<file path="src/rtl/mux_scan_ctrl.sv">
// Sequencer that walks a select bus across an external N:1 mux, captures one
// bit per channel into a scan word, and holds it under a valid/ready handshake.
//
// state | meaning
// IDLE  | waiting for start; sel and data_out hold the last scan
// SCAN  | stepping sel, sampling mux_out on the last settle cycle of each channel
// DONE  | data_out complete, data_valid high until data_ready
module mux_scan_ctrl #(
    parameter int SEL_W  = 4,
    parameter int SETTLE = 0
) (
    input  logic                    clk,
    input  logic                    rst,
    input  logic                    start,
    input  logic                    mux_out,
    input  logic                    data_ready,
    output logic [SEL_W-1:0]        sel,
    output logic                    busy,
    output logic [(2**SEL_W)-1:0]   data_out,
    output logic                    data_valid
);

    localparam int N = 2**SEL_W;
    localparam logic [3:0]       SETTLE_C = 4'(SETTLE);
    localparam logic [SEL_W-1:0] SEL_LAST = '1;

    typedef enum logic [1:0] {
        IDLE = 2'd0,
        SCAN = 2'd1,
        DONE = 2'd2
    } state_t;

    state_t           state_q;
    logic [SEL_W-1:0] sel_q;
    logic [3:0]       cnt_q;
    logic [N-1:0]     data_q;
    logic [N-1:0]     data_d;
    logic             busy_q;
    logic             valid_q;

    // Scan word with the currently selected channel replaced by the mux output.
    always_comb begin
        data_d        = data_q;
        data_d[sel_q] = mux_out;
    end

    always_ff @(posedge clk) begin
        if (rst) begin
            state_q <= IDLE;
            sel_q   <= '0;
            cnt_q   <= '0;
            data_q  <= '0;
            busy_q  <= 1'b0;
            valid_q <= 1'b0;
        end else begin
            case (state_q)
                IDLE: begin
                    if (start) begin
                        state_q <= SCAN;
                        sel_q   <= '0;
                        cnt_q   <= '0;
                        data_q  <= '0;
                        busy_q  <= 1'b1;
                    end
                end
                SCAN: begin
                    if (cnt_q == SETTLE_C) begin
                        data_q <= data_d;
                        cnt_q  <= '0;
                        // sel stays on the last channel rather than wrapping to 0
                        if (sel_q == SEL_LAST) begin
                            state_q <= DONE;
                            valid_q <= 1'b1;
                        end else begin
                            sel_q <= sel_q + SEL_W'(1);
                        end
                    end else begin
                        cnt_q <= cnt_q + 4'd1;
                    end
                end
                DONE: begin
                    if (data_ready) begin
                        state_q <= IDLE;
                        valid_q <= 1'b0;
                        busy_q  <= 1'b0;
                    end
                end
                default: begin
                    state_q <= IDLE;
                    busy_q  <= 1'b0;
                    valid_q <= 1'b0;
                end
            endcase
        end
    end

    assign sel        = sel_q;
    assign busy       = busy_q;
    assign data_out   = data_q;
    assign data_valid = valid_q;

endmodule

</file>
<file path="config.mk">
export PLATFORM = sky130hd
export DESIGN_NAME = mux_scan_ctrl
export DESIGN_NICKNAME = d
export VERILOG_FILES = /design/src/rtl/mux_scan_ctrl.sv
export SDC_FILE = /design/constraint.sdc
export NUM_CORES = 1
export LEC_CHECK = 0
export BUFFER_PORTS_ARGS = -buffer_cell sky130_fd_sc_hd__buf_4
export CORE_ASPECT_RATIO = 1.75
export CORE_MARGIN = 2
export CORE_UTILIZATION = 30
export DETAILED_ROUTE_END_ITERATION = 8
export PLACE_DENSITY = 0.59
export SLEW_MARGIN = 20
export SYNTH_ARGS = -nofsm -noshare
export SYNTH_HDL_FRONTEND = slang
export SYNTH_SLANG_ARGS = --single-unit
</file>
<file path="constraint.sdc">
create_clock -name clk -period 1.9 [get_ports clk]
set_input_delay 0.38 -clock clk [delete_from_list [all_inputs] [get_ports clk]]
set_output_delay 0.38 -clock clk [all_outputs]
set_load 0.02 [all_outputs]
</file>
## Yosys cells after proc, flatten, opt, wreduce, memory -nomap -nowiden

Index checks and enable logic that the tools add are counted.

- Bits in registers: 28
- Input port bits: 5
- Output and inout bits: 22
- Word-level logic and storage cells: 53

- Add/subtract/negate cells: 2
- Magnitude comparators: 2
- Equality and inequality tests: 8
- Mux-type cells: 23
- Bitwise gates (word level): 2
- Reduce and logical (&&, ||, !) cells: 10

Operators with widths:

| cell | number |
|---|---|
| $mux W16 | 2 |
| $pmux W16 S2 | 1 |
| $bwmux W16 | 1 |
| $mux W4 | 4 |
| $pmux W4 S2 | 2 |
| $reduce_and A4 Y1 | 3 |
| $ne A2 B2 Y1 const B | 5 |
| $add A4 B1 Y4 const B | 2 |
| $mux W2 | 4 |
| $pmux W1 S3 | 2 |
| $pmux W2 S3 | 1 |
| $reduce_and A3 Y1 | 2 |
| $lt A4 B5 Y1 const B | 1 |
| $mux W1 | 5 |
| $demux W1 S4 | 1 |
| $eq A4 B4 Y1 const B | 1 |
| $ge A4 B1 Y1 const B | 1 |
| $logic_not A4 Y1 | 1 |
| $eq A2 B1 Y1 const B | 1 |
| $eq A2 B2 Y1 const B | 1 |
| $logic_not A2 Y1 | 1 |
| $not A1 Y1 | 2 |
| $reduce_and A2 Y1 | 1 |
| $reduce_bool A2 Y1 | 1 |
| $logic_and A1 B1 Y1 | 1 |

## Depth between registers and ports, before layout

- Depth after elaboration: 7
- Mapped depth: 8
- Gate-level depth less buffers: 6

## Least setup slack after synthesis

Ideal clock, no wire load.

- Path kind: reg-to-reg
- From: register cnt_q[0]
- To: register sel_q[0], in the netlist sel[0]
- Setup time: 70 ps
- Data arrival time: 1527 ps
- Required time: 1830 ps
- Path slack: 303 ps
- Cell stages (with the launch flop): 8
- Buffers on the path: 1
- Clock period less this slack: 1597 ps
- Cell sequence: dfxtp_1 inv_1 ha_1 and4bb_1 o21bai_1 buf_6 or4_1 a21oi_1

- Word-level cells in the longest chain between the ends: 3

RTL lines:

| item | line | source |
|---|---|---|
| start, declared | 35 | `logic [3:0] cnt_q;` |
| start signal, assigned | 78 | `cnt_q <= cnt_q + 4'd1;` |
| $logic_not A4 Y1 | 67 | `if (cnt_q == SETTLE_C) begin` |
| $ne A2 B2 Y1 (no line) | n/a |  |
| $reduce_and A4 Y1 (no line) | n/a |  |
| end signal, assigned | 75 | `sel_q <= sel_q + SEL_W'(1);` |
| end, declared | 34 | `logic [SEL_W-1:0] sel_q;` |

Every way passes these cells.
A chain may end at the register's enable or synchronous reset.

## Final worst setup path

- From: register cnt_q[0]
- To: register data_q[6], in the netlist data_out[6]

- Word-level cells in the longest chain between the ends: 3

RTL lines:

| item | line | source |
|---|---|---|
| $logic_not A4 Y1 | 67 |  |
| $ne A2 B2 Y1 (no line) | n/a |  |
| $reduce_and A3 Y1 (no line) | n/a |  |
| end signal, assigned | 68 | `data_q <= data_d;` |
| end, declared | 36 | `logic [N-1:0] data_q;` |

Every way passes these cells.

==> run metrics <==
Initial Util 0.312; static leakage approximately 0.63 nW; final slew viol count 0; largest net degree at the start of global routing 29; critical path cell sequence inv_1, ha_1, and4bb_1, o21bai_1, buf_4, o21ai_0, a21oi_1; post-synth top area cell dfxtp_1; DR WL/cell 13.1 um; PortBufs 26; Worst-Skew Late Latency around 270 ps; DRC viols 0; GPL Wtd Cong 0.700; Slew Limit Headroom 0.652; final worst-path cycle share 0.860; Design Power ~1.0 mW; CP max-delay cell dfxtp_1; hold crit path type in -> reg; R2R depth 7; CP Launch Type register; CP Depth 7; deepest clock path buffer count 2; postcts setup bufs 0; antenna-violating nets left 0; CTS tree yes; syn avg cell area approximately 8.0 um^2; antenna violations before repair 0; Post-Synthesis Cells ~170; peak supply drop 0.000438 V; sequential share of power 0.581; pre-CTS setup slack between 200 and 300 ps; sw power between 0.2 and 0.3 mW; layout net count 203; Die Area about 0.0051 mm^2; share of cells above drive strength 1 0.189; RSZ-0062 raised after global routing false; top-area cell type share of the netlist area 0.412; status complete, no violations; Util after Layout 0.374; post-cts resize count 0; Pwr Density roughly 630 mW/mm^2; Clk network pwr share 0.302; Fin. Hold Viols 0; Seq/Total Area, Yosys 0.412; buffer and inverter count on the worst path 2; root buffer selected by CTS clkbuf_8; Int Power between 0.7 and 0.8 mW; Area contributors post-synth dfxtp_1 41%, a21oi_1 14%, o21ai_0 6.6%, nand3_1 6.3%, ha_1 5.5%; CP arrival roughly 1800 ps; via count roughly 1300; ys async rst share 0; Die Y a little over 90 um; core footprint approximately 0.0044 mm^2; f_max 0.612 GHz; Critical Path Max Stage Delay around 400 ps; CTS H-Tree Depth 1; total negative slack 0 ps; initial drt markers 33; Net Sw Frac 0.245; Synth Warn # 0; TritonCTS Buffers 3; grt ovf 0; n_diodes 0; Post-synth EDFFs 0; Comb pwr share 0.117; CP Max Fanout 16; Slew @ Worst Pin about 520 ps; Most used DFF post-synth dfxtp_1; # hold bufs at CTS 0; Site Rows 32; syn nets roughly 180; Routed WL between 3 and 4 mm; Synth cell types 33; num ports 27; Detail Placement HPWL around 2.4 mm; final setup violation count 0; Worst Clk Skew ~5.4 ps; Pre-antenna DRT Iters 4; hold_ws ~380 ps; Syn-to-layout area delta 20.0%; Worst-path clk slew about 90 ps; Seq cells post-synth 28; CTS Sinks 28; Crit Path Class reg -> reg; global-route wire length before repair 5.29 mm; Worst Path Required roughly 2100 ps; mapped cell area between 0.001 and 0.0015 mm^2; vias in the first global route around 1200; Die Span X between 50 and 60 um; Max Cap Viol 0; CP Capture Type register; Worst Hold Depth 4; drt via density 5.22; cell family with most CP delay compound AO/OA/AOI/OAI gates; Tmin final approximately 1600 ps; Tot GR Track Use 0.138; Final Worst Setup Slack around 270 ps
## synth_stat cells (all sizes together), types with 2 or more instances
cell / count
a21oi: 38
dfxtp: 28
o21ai: 18
nand3: 17
clkbuf: 13
ha: 6
nand2: 6
nor2: 6
inv: 5
nor3: 5
and3: 3
buf: 3
nor2b: 3
o21bai: 3
a41oi: 2
## state kept, by name, indices dropped and copies added, names as in the netlist
register and flops:
busy 1, cnt_q 4, data_out 16, data_valid 1, sel 4, state_q 2
## power by group through the flow
stage                     clock network (mW)  logic, mW  registers [mW]
after detailed placement                   0      0.121           0.616
after global routing                   0.353      0.134           0.604
after CTS                              0.325      0.121           0.602
final                                  0.313      0.121           0.602
after floorplan                            0     0.0751           0.620
after global placement                     0      0.121           0.616
## layout make-up
class,count,area (um^2)
clock buffer,3,41.3
multi-input combinational,122,707
inverter,5,18.8
fill,456,2730
sequential,28,561
timing repair buffer,32,240
tap,51,63.8
## worst register-to-register path, cell delays in order, from the launching register on
cell	delay (ps)
dfxtp_1	400
inv_1	60
ha_1	200
and4bb_1	200
o21bai_1	210
buf_4	240
o21ai_0	110
a21oi_1	150
## cells in the final DEF, fill, tap and decap left out, drive strengths merged, types with 5 or more instances in the layout
master  instances
buf            32
ha              6
o21ai          18
nor3            5
nor2            6
a21oi          38
nand2           6
nand3          17
inv             5
dfxtp          28
## metrics by stage
| stage | area, um^2 | instances |
|---|---|---|
| finish | 1630 | 241 |
| global route | 1630 | 241 |
| CTS | 1630 | 241 |
| detailed placement | 1590 | 238 |
| global placement | 1590 | 238 |
| floorplan | 1360 | 171 |
## final timing paths
path,startpoint,to,slack (ps)
min reg2reg,data_valid,data_valid,470
max reg2reg,cnt_q[0],data_out[6],270
min,data_ready,busy,380
max,cnt_q[0],data_out[6],270
## per-layer routing
metal  part of all wire  vias up  global-route usage  routed length, um
met4              0.020        0              0.0610                 64
met1               0.41      583               0.155               1310
met5                  0        -                   0                  0
met3              0.027        5              0.0192                 86
met2               0.54       25               0.244               1700
li1                   -      646                   -                  -
## cell families (layout without fill, tap and decap cells)
| kind of cell | Yosys count | count (layout) | share of synthesized area |
|---|---|---|---|
| flops | 28 | 28 | 0.412 |
| compound gates | 66 | 66 | 0.264 |
| simple gates | 49 | 49 | 0.194 |
| xor+xnor | 1 | 1 | 0.00644 |
| buf+inv | 21 | 40 | 0.0681 |
| fa+ha+maj | 6 | 6 | 0.0552 |
No activity file was read; power rests on OpenSTA's default activity.
